$ cat config.mk
export PLATFORM = sky130hd
export DESIGN_NAME = bsg_manycore_endpoint_credit_ctrl
export DESIGN_NICKNAME = d
export VERILOG_FILES = /design/src/rtl/bsg_manycore_endpoint_ctrl_pkg.sv /design/src/rtl/bsg_manycore_credit_chan.sv /design/src/rtl/bsg_manycore_endpoint_credit_ctrl.sv
export SDC_FILE = /design/constraint.sdc
export NUM_CORES = 1
export LEC_CHECK = 0
export CORE_MARGIN = 4
export CORE_UTILIZATION = 30
export CTS_CLUSTER_DIAMETER = 40
export CTS_CLUSTER_SIZE = 14
export DETAILED_ROUTE_END_ITERATION = 8
export GPL_TIMING_DRIVEN = 0
export PLACE_DENSITY = 0.69
export SYNTH_ARGS = -nofsm -noshare
export SYNTH_HDL_FRONTEND = slang
export SYNTH_HIERARCHICAL = 1
export SYNTH_SLANG_ARGS = --single-unit
$ cat constraint.sdc
create_clock -name clk_i -period 5.3 [get_ports clk_i]
set_clock_uncertainty 0.2 [all_clocks]
set_input_delay 1.59 -clock clk_i [delete_from_list [all_inputs] [get_ports clk_i]]
set_output_delay 1.59 -clock clk_i [all_outputs]
set_load 0.1 [all_outputs]
$ cat src/rtl/bsg_manycore_endpoint_ctrl_pkg.sv
// Shared types for the endpoint control stage: packet ops, config addresses and fence states.
// No logic here; latency and backpressure live in the modules that import it.
package bsg_manycore_endpoint_ctrl_pkg;

  typedef enum logic [1:0] {
    STORE = 2'd0,
    CFG   = 2'd1
  } ep_op_e;

  typedef enum logic [3:0] {
    FREEZE       = 4'd0,
    UNFREEZE     = 4'd1,
    ARB_CFG      = 4'd2,
    CREDIT_LIMIT = 4'd3
  } ep_cfg_addr_e;

  typedef enum logic {
    IDLE  = 1'b0,
    FENCE = 1'b1
  } fence_state_e;

  // Index width that stays >= 1 even for a single channel.
  function automatic int safe_clog2(input int x);
    return (x <= 1) ? 1 : $clog2(x);
  endfunction

endpackage

$ cat src/rtl/bsg_manycore_credit_chan.sv
// One outgoing credit channel: programmable limit, outstanding count, combinational avail.
// Updates land one cycle after launch/return/limit write; never stalls, flags underflow on err_o.
module bsg_manycore_credit_chan #(
  parameter int data_width_p      = 32,
  parameter int max_out_credits_p = 16,
  localparam int cred_w_lp        = $clog2(max_out_credits_p + 1)
) (
  input  logic                    clk_i,
  input  logic                    reset_n_i,
  input  logic                    launch_i,
  input  logic                    return_i,
  input  logic                    limit_v_i,
  input  logic [data_width_p-1:0] limit_data_i,
  output logic [cred_w_lp-1:0]    avail_o,
  output logic                    drained_o,
  output logic                    err_o
);

  localparam logic [cred_w_lp-1:0] max_lp = cred_w_lp'(max_out_credits_p);

  logic [cred_w_lp-1:0] limit_r;
  logic [cred_w_lp-1:0] outstanding_r;
  logic [cred_w_lp-1:0] limit_n;

  always_comb begin
    limit_n = max_lp;
    if (limit_data_i <= data_width_p'(max_out_credits_p))
      limit_n = limit_data_i[cred_w_lp-1:0];
  end

  // A simultaneous launch and return cancel, so only a lone return can underflow.
  assign err_o     = return_i & ~launch_i & (outstanding_r == '0);
  assign drained_o = (outstanding_r == '0);
  assign avail_o   = (limit_r > outstanding_r) ? (limit_r - outstanding_r) : '0;

  always_ff @(posedge clk_i or negedge reset_n_i) begin
    if (!reset_n_i) begin
      limit_r       <= max_lp;
      outstanding_r <= '0;
    end else begin
      if (limit_v_i)
        limit_r <= limit_n;
      if (launch_i && !return_i)
        outstanding_r <= outstanding_r + 1'b1;
      else if (return_i && !launch_i && (outstanding_r != '0))
        outstanding_r <= outstanding_r - 1'b1;
    end
  end

endmodule

$ cat src/rtl/bsg_manycore_endpoint_credit_ctrl.sv
// Endpoint control: zero-latency store forwarding / config decode, per-channel credit gating, fence FSM.
// Stores stall on in_yumi_i; config packets dequeue same cycle; launches stall on credits, fence or out_ready_i.
module bsg_manycore_endpoint_credit_ctrl
  import bsg_manycore_endpoint_ctrl_pkg::*;
#(
  parameter int  data_width_p      = 32,
  parameter int  addr_width_p      = 32,
  parameter int  num_chan_p        = 2,
  parameter int  max_out_credits_p = 16,
  parameter logic freeze_init_p    = 1'b1,
  localparam int chan_w_lp         = safe_clog2(num_chan_p),
  localparam int cred_w_lp         = $clog2(max_out_credits_p + 1)
) (
  input  logic                            clk_i,
  input  logic                            reset_n_i,

  input  logic                            fifo_v_i,
  input  logic [1:0]                      fifo_op_i,
  input  logic [addr_width_p-1:0]         fifo_addr_i,
  input  logic [data_width_p-1:0]         fifo_data_i,
  input  logic [data_width_p/8-1:0]       fifo_mask_i,
  output logic                            fifo_yumi_o,

  output logic                            in_v_o,
  output logic [data_width_p-1:0]         in_data_o,
  output logic [addr_width_p-1:0]         in_addr_o,
  output logic [data_width_p/8-1:0]       in_mask_o,
  input  logic                            in_yumi_i,

  input  logic                            out_v_i,
  input  logic [chan_w_lp-1:0]            out_chan_i,
  input  logic                            out_ready_i,
  output logic                            out_ready_o,

  input  logic                            credit_v_i,
  input  logic [chan_w_lp-1:0]            credit_chan_i,
  output logic [num_chan_p*cred_w_lp-1:0] out_credits_o,

  input  logic                            fence_i,
  output logic                            fence_busy_o,

  input  logic                            in_fifo_full_i,
  output logic                            freeze_r_o,
  output logic                            reverse_arb_pr_o,
  output logic                            error_o
);

  localparam logic [chan_w_lp:0] num_chan_lp = num_chan_p[chan_w_lp:0];

  fence_state_e state_r, state_n;
  logic         arb_cfg_r;
  logic         fence_idle;

  // Input-side decode
  logic                 is_store, is_cfg;
  logic                 cfg_fire;
  logic [3:0]           cfg_addr;
  logic [chan_w_lp-1:0] cfg_chan;
  logic                 cfg_chan_legal;
  logic                 cfg_limit_fire;
  logic                 op_err, cfg_err;

  assign is_store = (fifo_op_i == STORE);
  assign is_cfg   = (fifo_op_i == CFG);
  assign cfg_fire = fifo_v_i & is_cfg;
  assign cfg_addr = fifo_addr_i[3:0];
  assign cfg_chan = fifo_addr_i[4 +: chan_w_lp];

  assign cfg_chan_legal = ({1'b0, cfg_chan} < num_chan_lp);
  assign cfg_limit_fire = cfg_fire & (cfg_addr == CREDIT_LIMIT) & cfg_chan_legal;

  assign op_err  = fifo_v_i & ~is_store & ~is_cfg;
  assign cfg_err = cfg_fire & ((cfg_addr > CREDIT_LIMIT) |
                               ((cfg_addr == CREDIT_LIMIT) & ~cfg_chan_legal));

  assign in_v_o      = fifo_v_i & is_store;
  assign in_data_o   = fifo_data_i;
  assign in_addr_o   = fifo_addr_i;
  assign in_mask_o   = fifo_mask_i;
  // Config and illegal packets never reach the core, so they are consumed on sight.
  assign fifo_yumi_o = is_store ? (fifo_v_i & in_yumi_i) : fifo_v_i;

  always_ff @(posedge clk_i or negedge reset_n_i) begin
    if (!reset_n_i) begin
      freeze_r_o <= freeze_init_p;
      arb_cfg_r  <= 1'b1;
    end else if (cfg_fire) begin
      case (cfg_addr)
        FREEZE:   freeze_r_o <= 1'b1;
        UNFREEZE: freeze_r_o <= 1'b0;
        ARB_CFG:  arb_cfg_r  <= fifo_data_i[0];
        default:  ;
      endcase
    end
  end

  assign reverse_arb_pr_o = arb_cfg_r & in_fifo_full_i;

  // Outgoing credit channels
  logic                 out_chan_legal, credit_chan_legal;
  logic                 launch;
  logic [cred_w_lp-1:0] avail    [num_chan_p];
  logic [num_chan_p-1:0] chan_drained;
  logic [num_chan_p-1:0] chan_err;
  logic [cred_w_lp-1:0] sel_avail;

  assign out_chan_legal    = ({1'b0, out_chan_i} < num_chan_lp);
  assign credit_chan_legal = ({1'b0, credit_chan_i} < num_chan_lp);

  always_comb begin
    sel_avail = '0;
    for (int c = 0; c < num_chan_p; c++)
      if (out_chan_i == chan_w_lp'(c))
        sel_avail = avail[c];
  end

  assign out_ready_o = out_ready_i & out_chan_legal & (sel_avail != '0)
                     & ~fence_i & (state_r == IDLE);
  assign launch      = out_v_i & out_ready_o;

  for (genvar c = 0; c < num_chan_p; c++) begin : g_chan
    bsg_manycore_credit_chan #(
      .data_width_p      (data_width_p),
      .max_out_credits_p (max_out_credits_p)
    ) chan (
      .clk_i        (clk_i),
      .reset_n_i    (reset_n_i),
      .launch_i     (launch & (out_chan_i == chan_w_lp'(c))),
      .return_i     (credit_v_i & credit_chan_legal & (credit_chan_i == chan_w_lp'(c))),
      .limit_v_i    (cfg_limit_fire & (cfg_chan == chan_w_lp'(c))),
      .limit_data_i (fifo_data_i),
      .avail_o      (avail[c]),
      .drained_o    (chan_drained[c]),
      .err_o        (chan_err[c])
    );
    assign out_credits_o[c*cred_w_lp +: cred_w_lp] = avail[c];
  end

  // Sticky protocol error
  logic err_event;
  assign err_event = op_err | cfg_err | (|chan_err)
                   | (out_v_i & ~out_chan_legal)
                   | (credit_v_i & ~credit_chan_legal);

  always_ff @(posedge clk_i or negedge reset_n_i) begin
    if (!reset_n_i)
      error_o <= 1'b0;
    else if (err_event)
      error_o <= 1'b1;
  end

  // Fence FSM
  assign fence_idle = &chan_drained;

  always_ff @(posedge clk_i or negedge reset_n_i) begin
    if (!reset_n_i)
      state_r <= IDLE;
    else
      state_r <= state_n;
  end

  always_comb begin
    state_n = state_r;
    case (state_r)
      IDLE:    if (fence_i)    state_n = FENCE;
      FENCE:   if (fence_idle) state_n = IDLE;
      default: state_n = IDLE;
    endcase
  end

  always_comb begin
    fence_busy_o = 1'b0;
    if (state_r == FENCE)
      fence_busy_o = 1'b1;
  end

endmodule

# [After elaboration in Yosys (flattened, before gate mapping)]
# Index checks and enable logic that the tools add are counted.
[totals] regBits=24 in_bits=81 out_inout_bits=85
[op_classes] magnitude_cmp=4 mux=14 addsub=6 n_eq_ne=4 n_bitwise=33 n_reduce_logical=24
[ops] cell="$mux 5" count=8
[ops] cell="$le 32x5->1 const B" count=1
[ops] cell="$and 1x1->1" count=22
[ops] cell="$reduce_bool 5->1" count=3
[ops] cell="$add 5x1->5 const B" count=2
[ops] cell="$gt 5x5->1" count=2
[ops] cell="$logic_not 5->1" count=2
[ops] cell="$sub 5x1->5 const B" count=2
[ops] cell="$sub 5x5->5" count=2
[ops] cell="$not 1->1" count=9
[ops] cell="$eq 4x2->1 const B" count=2
[ops] cell="$logic_and 1x1->1" count=6
[ops] cell="$reduce_and 2->1" count=3
[ops] cell="$reduce_bool 2->1" count=3
[ops] cell="$eq 4x1->1 const B" count=1
[ops] cell="$gt 4x2->1 const B" count=1
[ops] cell="$logic_not 1->1" count=4
[ops] cell="$logic_not 4->1" count=1
[ops] cell="$mux 1" count=4
[ops] cell="$pmux 1 s2" count=2
[ops] cell="$eq 2x1->1 const B" count=1
[ops] cell="$logic_not 2->1" count=1
[ops] cell="$or 1x1->1" count=2
[ops] cell="$reduce_or 2->1" count=1

# [Longest topological paths before layout]
# Gate-level depths: netlist (run 1).
[depth] ltp_word=14 mapped_depth=17

# [Modules after synthesis]
# Netlist (run 1), hierarchy kept.
[modules_own_cells] module="bsg_manycore_credit_chan at g_chan[1].chan" cells_each=87 seq_area_each_um2=251.5 n_inst=1 area_per_inst_um2=844.6
[modules_own_cells] module="bsg_manycore_credit_chan at g_chan[0].chan" cells_each=88 seq_area_each_um2=251.5 n_inst=1 area_per_inst_um2=843.3
[modules_own_cells] module="bsg_manycore_endpoint_credit_ctrl" cells_each=103 seq_area_each_um2=102.6 n_inst=1 area_per_inst_um2=824.5

# [Worst setup path before layout (run 1)]
# Ideal clock, no wire load.
[synth_path] path_kind="reg-to-output" start="reg g_chan[1].chan.outstanding_r[1]" end="out out_ready_o" path_stages_with_launch=10 path_buffers=0 arrival_time_ps=5294 path_slack_ps=-1784 path_cell_list="dfrtp_1 inv_1 ha_1 nor2b_1 o211ai_1 and3_1 nor4_1 nor4_1 nand3b_1 and3_1"
[synth_via] elab_chain_len=7 word_cells_on_any_way=8 classes_between="add/sub (1); order compare (1); mux (2); bitwise (3); reduce/logical (1)"
[synth_lines] item="start: declaration" line="bsg_manycore_credit_chan.sv:22" rtl="logic [cred_w_lp-1:0] outstanding_r;"
[synth_lines] item="start signal: assignment" line="bsg_manycore_credit_chan.sv:44" rtl="outstanding_r <= outstanding_r + 1'b1;"
[synth_lines] item="start signal: assignment" line="bsg_manycore_credit_chan.sv:46" rtl="outstanding_r <= outstanding_r - 1'b1;"
[synth_lines] item="$sub 5x5->5 / $gt 5x5->1 (equally long branches)" line="bsg_manycore_credit_chan.sv:34" rtl="assign avail_o = (limit_r > outstanding_r) ? (limit_r - outstanding_r) : '0;"
[synth_lines] item="$mux 5 (*)" line="bsg_manycore_credit_chan.sv:34"
[synth_lines] item="named net out_credits_o[8]" line="bsg_manycore_endpoint_credit_ctrl.sv:37" rtl="output logic [num_chan_p*cred_w_lp-1:0] out_credits_o,"
[synth_lines] item="$mux 5 (*)" line="bsg_manycore_endpoint_credit_ctrl.sv:113" rtl="if (out_chan_i == chan_w_lp'(c))"
[synth_lines] item="$reduce_bool 5->1 (*)" line="bsg_manycore_endpoint_credit_ctrl.sv:117" rtl="assign out_ready_o = out_ready_i & out_chan_legal & (sel_avail != '0)"
[synth_lines] item="$and 1x1->1 (*)" line="bsg_manycore_endpoint_credit_ctrl.sv:117"
[synth_lines] item="$and 1x1->1 (*) (2 in a row)" line="bsg_manycore_endpoint_credit_ctrl.sv:118" rtl="& ~fence_i & (state_r == IDLE);"
[synth_lines] item="end: declaration" line="bsg_manycore_endpoint_credit_ctrl.sv:33" rtl="output logic out_ready_o,"
# The timed path passes the listed nets; every way through them passes the cells marked *.

# [Worst setup path in the final report (run 1)]
[layout_path] start="in fifo_data_i[3]" end="out in_data_o[3]"
[layout_lines] item="start: declaration" line="bsg_manycore_endpoint_credit_ctrl.sv:20" rtl="input logic [data_width_p-1:0] fifo_data_i,"
[layout_lines] item="end: declaration" line="bsg_manycore_endpoint_credit_ctrl.sv:25" rtl="output logic [data_width_p-1:0] in_data_o,"
# No word-level cell between the ends.

==> results of run 1 <==
cell families (layout without fill, tap and decap cells):
group / count (synthesis) / count (layout) / share of synthesized area, %
AND/OR/NAND/NOR: 90 / 90 / 21.4
buffers and inverters: 83 / 221 / 22.6
AO/OA/AOI/OAI: 38 / 38 / 11.6
flip-flops: 24 / 24 / 24.1
adder cells (fa/ha/maj): 20 / 20 / 11.2
multiplexers: 13 / 13 / 5.73
XOR/XNOR: 10 / 10 / 3.49
layer usage:
layer  GRT usage (%)  part of all wire [%]  vias up
met4            3.15                  0.96        0
li1                -                     -     1199
met5               0                     0        -
met3            3.02                   8.0        9
met2            25.2                    51      103
met1            16.4                    40     1092
metrics by stage:
stage | hold slack, ns | worst slack [ns] | total power, W
6_report | 0.290 | 0.0748 | 0.00141
5_1_grt | 0.323 | 0.0549 | 0.00150
4_1_cts | 0.296 | 0.0265 | 0.00142
3_5_place_dp | 0.284 | -0.138 | 0.00130
3_3_place_gp | 0.281 | -0.120 | 0.00128
2_1_floorplan | 0.269 | -0.201 | 0.00107
cell usage in the layout, fill, tap and decap left out, drive strengths merged, types with 2 or more instances in the layout:
master and n:
nor4 17, fa 4, dlymetal6s2s 2, dfrtp 20
nand3b 2, nand4 2, or2b 2, inv 13
a21o 6, clkdlybuf4s50 131, o22ai 2, ha 16
nand3 4, xnor2 4, mux2i 8, and3 2
o21bai 2, buf 68, dfstp 4, or4 2
o211ai 2, nand2b 3, a31o 7, a21oi 8
nor3 8, clkbuf 7, o21ai 3, nand2 14
nor2b 9, mux2 5, xor2 6, o21a 2
o32ai 2, nor3b 3, nor2 16, and2 2
flip-flops by register name (all words and copies together) (netlist names):
register	count
freeze_r_o	1
error_o	1
state_r	1
g_chan.chan/outstanding_r	10
arb_cfg_r	1
g_chan.chan/limit_r	10
power by group through the flow:
stage | Combinational (W) | Clock (W) | Sequential, W
finish | 0.00101 | 0.000112 | 0.000293
global route | 0.00107 | 0.000125 | 0.000303
CTS | 0.00101 | 0.000115 | 0.000293
detailed placement | 0.00101 | 0 | 0.000297
global placement | 0.000983 | 0 | 0.000295
floorplan | 0.000770 | 0 | 0.000296
worst max-delay path: stages:
cell and delay (ns):
sky130_fd_sc_hd__clkdlybuf4s50_1 0.58, sky130_fd_sc_hd__buf_4 0.15, sky130_fd_sc_hd__clkdlybuf4s50_1 1.11
path summary, 6_finish.rpt:
| path | startpoint | to | slack [ns] | cells past startpoint |
|---|---|---|---|---|
| max | fifo_data_i[3] | in_data_o[3] | 0.07 | 3 |
| min | error_o$_DFFE_PN0P_ | error_o$_DFFE_PN0P_ | 0.29 | 2 |
| max reg2reg | g_chan[1].chan/outstanding_r[1]$_DFFE_PN0P_ | g_chan[1].chan/outstanding_r[4]$_DFFE_PN0P_ | 0.96 | 15 |
| min reg2reg | error_o$_DFFE_PN0P_ | error_o$_DFFE_PN0P_ | 0.29 | 2 |
| max in group asynchronous | reset_n_i | g_chan[0].chan/limit_r[1]$_DFFE_PN0P_ | 2.51 | 1 |
| min in group asynchronous | reset_n_i | g_chan[0].chan/outstanding_r[4]$_DFFE_PN0P_ | 1.72 | 1 |
final cells by class:
class / instances / area, um2 / area share (%)
buffer: 70 / 518 / 12.7
clock buffer: 4 / 45.0 / 1.11
inverter: 13 / 48.8 / 1.20
multi-input combinational: 171 / 1390 / 34.0
sequential: 24 / 606 / 14.9
tap: 105 / 131 / 3.22
timing repair buffer: 134 / 1340 / 32.9
repair_timing:
action | CTS | global route
buffers inserted | 0 | 0
endpoints found under the setup margin | 1 | 3
gates cloned | 0 | 0
gates resized for setup | 1 | 4
==> flow_metrics.py, run 1 <==
metrics = {
    "status": {
        "run_status": "finished, final reports clean",
    },
    "global_routing": {
        "groute.usage.overall_pct": 13.8,
        "grt_first_pass_wirelength_mm": 11.2,
        "grt_overflow": 0,
        "vias_in_the_first_global_route": 2399,
        "antenna_found_initial": 0,
        "largest_net_degree_at_the_start_of_global_routing": 25,
    },
    "floorplanning": {
        "die_height_um": 99.5,
        "core_mm2": 0.00818,
        "floorplan.die.width_um": 99.5,
        "initial_core_util_pct": 30.7,
        "top_level_ports": 166,
        "fp.dieArea_mm2": 0.00990,
        "rows": 33,
    },
    "sta": {
        "timing_max_transition_violations_final": 0,
        "hold_violations": 0,
        "period_share_pct": 98.6,
        "max-slew-margin-rel_pct": 25.2,
        "tns_ns": 0,
        "setup_failing_eps_final": 0,
        "rsz_0062_raised_after_global_routing": "false",
        "final_period_minus_worst_setup_slack_ns": 5.23,
        "fmax_ghz": 0.191,
        "worst-slew-pin-transition_ns": 1.12,
    },
    "logic_synthesis": {
        "synth.top_cell.area_share_pct": 20.3,
        "ys_top_cells_by_area": "sky130_fd_sc_hd__buf_4 20%, sky130_fd_sc_hd__dfrtp_1 20%, sky130_fd_sc_hd__ha_1 8.0%, sky130_fd_sc_hd__nor4_1 4.2%, sky130_fd_sc_hd__dfstp_2 4.2%",
        "ys_seq_elements": 24,
        "postSynth.asyncResetShare_pct": 100,
        "post_synth_most_frequent_cells": "68 x sky130_fd_sc_hd__buf_4, 20 x sky130_fd_sc_hd__dfrtp_1, 17 x sky130_fd_sc_hd__nor4_1",
        "ys.warnings.count": 6,
        "synth.distinct_cells": 49,
        "synth_top_area_cell": "sky130_fd_sc_hd__buf_4",
        "net_count_after_synthesis": 379,
        "synth.avg_cell_area_um2": 9.04,
        "synthMostInstantiatedCell": "sky130_fd_sc_hd__buf_4",
        "syn-cell-area_mm2": 0.00251,
        "synth_cells": 278,
        "synth_ff_type": "sky130_fd_sc_hd__dfrtp_1",
        "synth_edf_count": 0,
        "synth_sequential_area_ratio_pct": 24.1,
    },
    "route": {
        "wl_per_cell_um": 13.3,
        "post-route-drc-count": 0,
        "drt_iter0_markers": 30,
        "drt-pass1-iter-count": 5,
        "number_of_antenna_violating_nets_in_the_routed_design": 0,
        "vias": 2403,
        "routed_wl_mm": 6.95,
        "detail_route.vias_per_cell": 4.61,
    },
    "pwr": {
        "power.density_cell_area_mw_per_mm2": 346,
        "power.ir.vdd_worst_mv": 0.287,
        "seq_power_share_pct": 20.8,
        "cell_internal_pwr_w": 0.000647,
        "sw_frac_of_total_pct": 54.1,
        "power_switching_w": 0.000763,
        "static-leakage-power_nw": 1.77,
        "combinationalPowerShare_pct": 71.3,
        "clock_power_share_pct": 7.9,
    },
    "clock_tree": {
        "ctsHoldBuffers": 0,
        "maximum_clock_path_buffer_count": 2,
        "clk_latency_ns": 0.27,
        "clock_sinks": 24,
        "cts.reportedPaths.clkPinSlew_ns": 0.09,
        "htreeDepth": 1,
        "cts_tree": "built",
        "clock_root_buffer": "sky130_fd_sc_hd__clkbuf_8",
        "cts_inserted_buffers": 3,
    },
    "final_layout": {
        "n_fill_cell": 797,
        "antenna-diode-count": 0,
        "drive_above_1_share_pct": 25.0,
        "nets": 518,
        "postLayoutCoreUtil_pct": 49.8,
        "area.growth.synth_to_final_pct": 62.2,
        "final_cell_area_mm2": 0.00408,
        "final_cells": 521,
    },
    "run": {
        "maxCapViolations": 0,
    },
    "critical_path": {
        "crit_path_end_kind": "output port",
        "timing.critical_path.arrival_ns": 3.44,
        "cp_max_fo": 3,
        "timing.critical_path.from_type": "input port",
        "worst-setup-path-type": "in -> out",
        "crit_required_ns": 3.51,
    },
    "placed_design": {
        "dp.cells": 517,
        "placed_cell_area_mm2": 0.00403,
        "portBuffers": 134,
        "place_congestion": 0.827,
        "hpwl_mm": 6.03,
    },
    "hold_path": {
        "min-delay-path-class": "reg -> reg",
    },
}
Power figures use the tool's default switching activity.
==> inputs of run 2 (changes only) <==
--- a/config.mk
+++ b/config.mk
@@ -11,7 +11,7 @@
 export CTS_CLUSTER_SIZE = 14
 export DETAILED_ROUTE_END_ITERATION = 8
 export GPL_TIMING_DRIVEN = 0
-export PLACE_DENSITY = 0.69
+export PLACE_DENSITY = 0.65
 export SYNTH_ARGS = -nofsm -noshare
 export SYNTH_HDL_FRONTEND = slang
 export SYNTH_HIERARCHICAL = 1
==> flow_metrics.py, run 2 (synthesis results as in run 1) <==
metrics = {
    "final_layout": {
        "biggestRegsByFlops": "g_chan.chan/limit_r (10), g_chan.chan/outstanding_r (10)",
        "ff_latch_area_um2": 606,
        "mostFrequentLayoutCells": "131 x sky130_fd_sc_hd__clkdlybuf4s50_1, 68 x sky130_fd_sc_hd__buf_4, 20 x sky130_fd_sc_hd__dfrtp_1, 16 x sky130_fd_sc_hd__nor4_1, 16 x sky130_fd_sc_hd__ha_1",
        "area.growth.synth_to_final_pct": 63.1,
        "nets": 518,
        "multiInputGateArea_mm2": 0.00139,
        "antenna-diode-count": 0,
        "final_cell_area_mm2": 0.00410,
        "n_fill_cell": 779,
        "layout.cells.most_common": "sky130_fd_sc_hd__clkdlybuf4s50_1",
        "drive_above_1_share_pct": 25.2,
    },
    "critical_path": {
        "crit_required_ns": 3.51,
        "path_cells": "clkdlybuf4s50_1 -> buf_4 -> clkdlybuf4s50_1",
        "cp_max_fo": 3,
        "crit_path_end_kind": "output port",
        "crit_top_cell": "sky130_fd_sc_hd__clkdlybuf4s50_1",
        "buffer_and_inverter_count_on_the_worst_path": 3,
        "worst-setup-path-type": "in -> out",
        "critical-path-top-delay-family": "buffers and inverters",
        "timing.critical_path.arrival_ns": 3.41,
        "max_stage_delay_ns": 1.12,
        "timing.critical_path.from_type": "input port",
        "cpMaxStageDelayCell": "sky130_fd_sc_hd__clkdlybuf4s50_1",
    },
    "pwr": {
        "power.ir.vdd_worst_mv": 0.279,
        "seq_power_share_pct": 20.3,
        "cell_internal_pwr_w": 0.000694,
        "static-leakage-power_nw": 1.78,
        "sw_frac_of_total_pct": 52.1,
        "power.density_cell_area_mw_per_mm2": 354,
        "clock_power_share_pct": 11.2,
        "combinationalPowerShare_pct": 68.5,
        "power_switching_w": 0.000755,
    },
    "route": {
        "drt_iter0_markers": 48,
        "drt-pass1-iter-count": 4,
        "wl_per_cell_um": 13.6,
        "detail_route.vias_per_cell": 4.61,
        "routed_wl_mm": 7.07,
        "number_of_antenna_violating_nets_in_the_routed_design": 0,
        "post-route-drc-count": 0,
        "vias": 2403,
    },
    "floorplanning": {
        "rows": 33,
        "initial_core_util_pct": 30.7,
        "fp.dieArea_mm2": 0.00990,
        "top_level_ports": 166,
        "floorplan.die.width_um": 99.5,
        "core_mm2": 0.00818,
        "die_height_um": 99.5,
    },
    "clock_tree": {
        "clock_sinks": 24,
        "cts_tree": "built",
        "htreeDepth": 1,
        "cts_resized": 2,
        "clk_latency_ns": 0.27,
        "cts_setup_buffers": 0,
        "clock_root_buffer": "sky130_fd_sc_hd__clkbuf_8",
        "maximum_clock_path_buffer_count": 2,
        "cts.reportedPaths.clkPinSlew_ns": 0.09,
        "cts_inserted_buffers": 3,
        "ctsHoldBuffers": 0,
    },
    "sta": {
        "setup_failing_eps_final": 0,
        "fmax_ghz": 0.192,
        "worst-slew-pin-transition_ns": 1.10,
        "max-slew-margin-rel_pct": 26.2,
        "final_period_minus_worst_setup_slack_ns": 5.20,
        "hold_violations": 0,
        "timing_max_transition_violations_final": 0,
        "hold-worst-slack_ns": 0.284,
        "period_share_pct": 98.0,
        "rsz_0062_raised_after_global_routing": "false",
    },
    "run": {
        "maxCapViolations": 0,
    },
    "status": {
        "run_status": "finished, final reports clean",
    },
    "global_routing": {
        "groute.usage.overall_pct": 13.6,
        "grt_overflow": 0,
        "vias_in_the_first_global_route": 2399,
        "largest_net_degree_at_the_start_of_global_routing": 25,
        "antenna_found_initial": 0,
        "grt_first_pass_wirelength_mm": 11.2,
    },
    "placed_design": {
        "placed_cell_area_mm2": 0.00403,
        "hpwl_mm": 6.27,
        "portBuffers": 134,
        "place_congestion": 0.849,
    },
    "hold_path": {
        "min-delay-path-class": "reg -> reg",
    },
}
-- run 2: cell count changes in the layout (fill, tap and decap cells not counted), sizes merged --
cell / delta
dlymetal6s2s: -1
dlygate4sd2: +1
clkbuf: -1
bufinv: +1
-- run 2: worst paths after layout --
path | from | endpoint | slack [ns] | depth (start not counted)
min reg2reg | error_o$_DFFE_PN0P_ | error_o$_DFFE_PN0P_ | 0.28 | 2
max reg2reg | g_chan[0].chan/outstanding_r[0]$_DFFE_PN0P_ | g_chan[0].chan/outstanding_r[4]$_DFFE_PN0P_ | 1.15 | 16
max in group asynchronous | reset_n_i | g_chan[0].chan/outstanding_r[4]$_DFFE_PN0P_ | 2.53 | 1
min | error_o$_DFFE_PN0P_ | error_o$_DFFE_PN0P_ | 0.28 | 2
max | fifo_data_i[3] | in_data_o[3] | 0.10 | 3
min in group asynchronous | reset_n_i | g_chan[0].chan/outstanding_r[1]$_DFFE_PN0P_ | 1.71 | 1
-- run 2: power groups by stage --
stage / Combinational [W] / Sequential [W] / Clock (W)
after floorplan: 0.000770 / 0.000296 / 0
after global placement: 0.000981 / 0.000296 / 0
after detailed placement: 0.000996 / 0.000298 / 0
after CTS: 0.000999 / 0.000295 / 0.000168
after global routing: 0.00107 / 0.000303 / 0.000175
final: 0.000992 / 0.000294 / 0.000162
-- run 2: cell type report --
type / instances / area share, %
plain buffers: 70 / 12.6
clock buffers: 3 / 1.01
clock inverters: 1 / 0.733
inverters: 13 / 1.19
multi-input cells: 171 / 33.8
flip-flops and latches: 24 / 14.8
well taps: 105 / 3.21
repair buffers: 134 / 32.6
-- run 2: worst register-to-register path: stages (launching register included) --
cell and delay (ns):
sky130_fd_sc_hd__dfrtp_1 0.47, sky130_fd_sc_hd__ha_1 0.20, sky130_fd_sc_hd__inv_1 0.06, sky130_fd_sc_hd__fa_1 0.40, sky130_fd_sc_hd__a21o_1 0.17, sky130_fd_sc_hd__a21oi_1 0.16
sky130_fd_sc_hd__xor2_1 0.18, sky130_fd_sc_hd__nor2_1 0.07, sky130_fd_sc_hd__nor4_1 0.38, sky130_fd_sc_hd__nand2_1 0.12, sky130_fd_sc_hd__and4b_1 0.23, sky130_fd_sc_hd__or2b_4 0.26
sky130_fd_sc_hd__ha_1 0.28, sky130_fd_sc_hd__a21o_1 0.19, sky130_fd_sc_hd__a21oi_1 0.22, sky130_fd_sc_hd__mux2_2 0.36, sky130_fd_sc_hd__mux2i_1 0.12
-- run 2: per-layer routing --
metal  GRT usage (%)  wire, um
met1            16.1      2880
met2            25.1      3520
met3            2.73       573
met4            3.05        99
met5               0         0
-- run 2: stage by stage --
| stage | setup slack [ns] | util (%) | std cells | setup TNS, ns | total power (W) |
|---|---|---|---|---|---|
| floorplan | -0.201 | - | 278 | -0.201 | 0.00107 |
| global placement | -0.224 | 49.3 | 517 | -0.224 | 0.00128 |
| detailed placement | -0.228 | 49.3 | 517 | -0.228 | 0.00129 |
| CTS | 0.0218 | 50.1 | 521 | 0 | 0.00146 |
| global route | 0.0761 | 50.1 | 521 | 0 | 0.00155 |
| finish | 0.105 | 50.1 | 521 | 0 | 0.00145 |
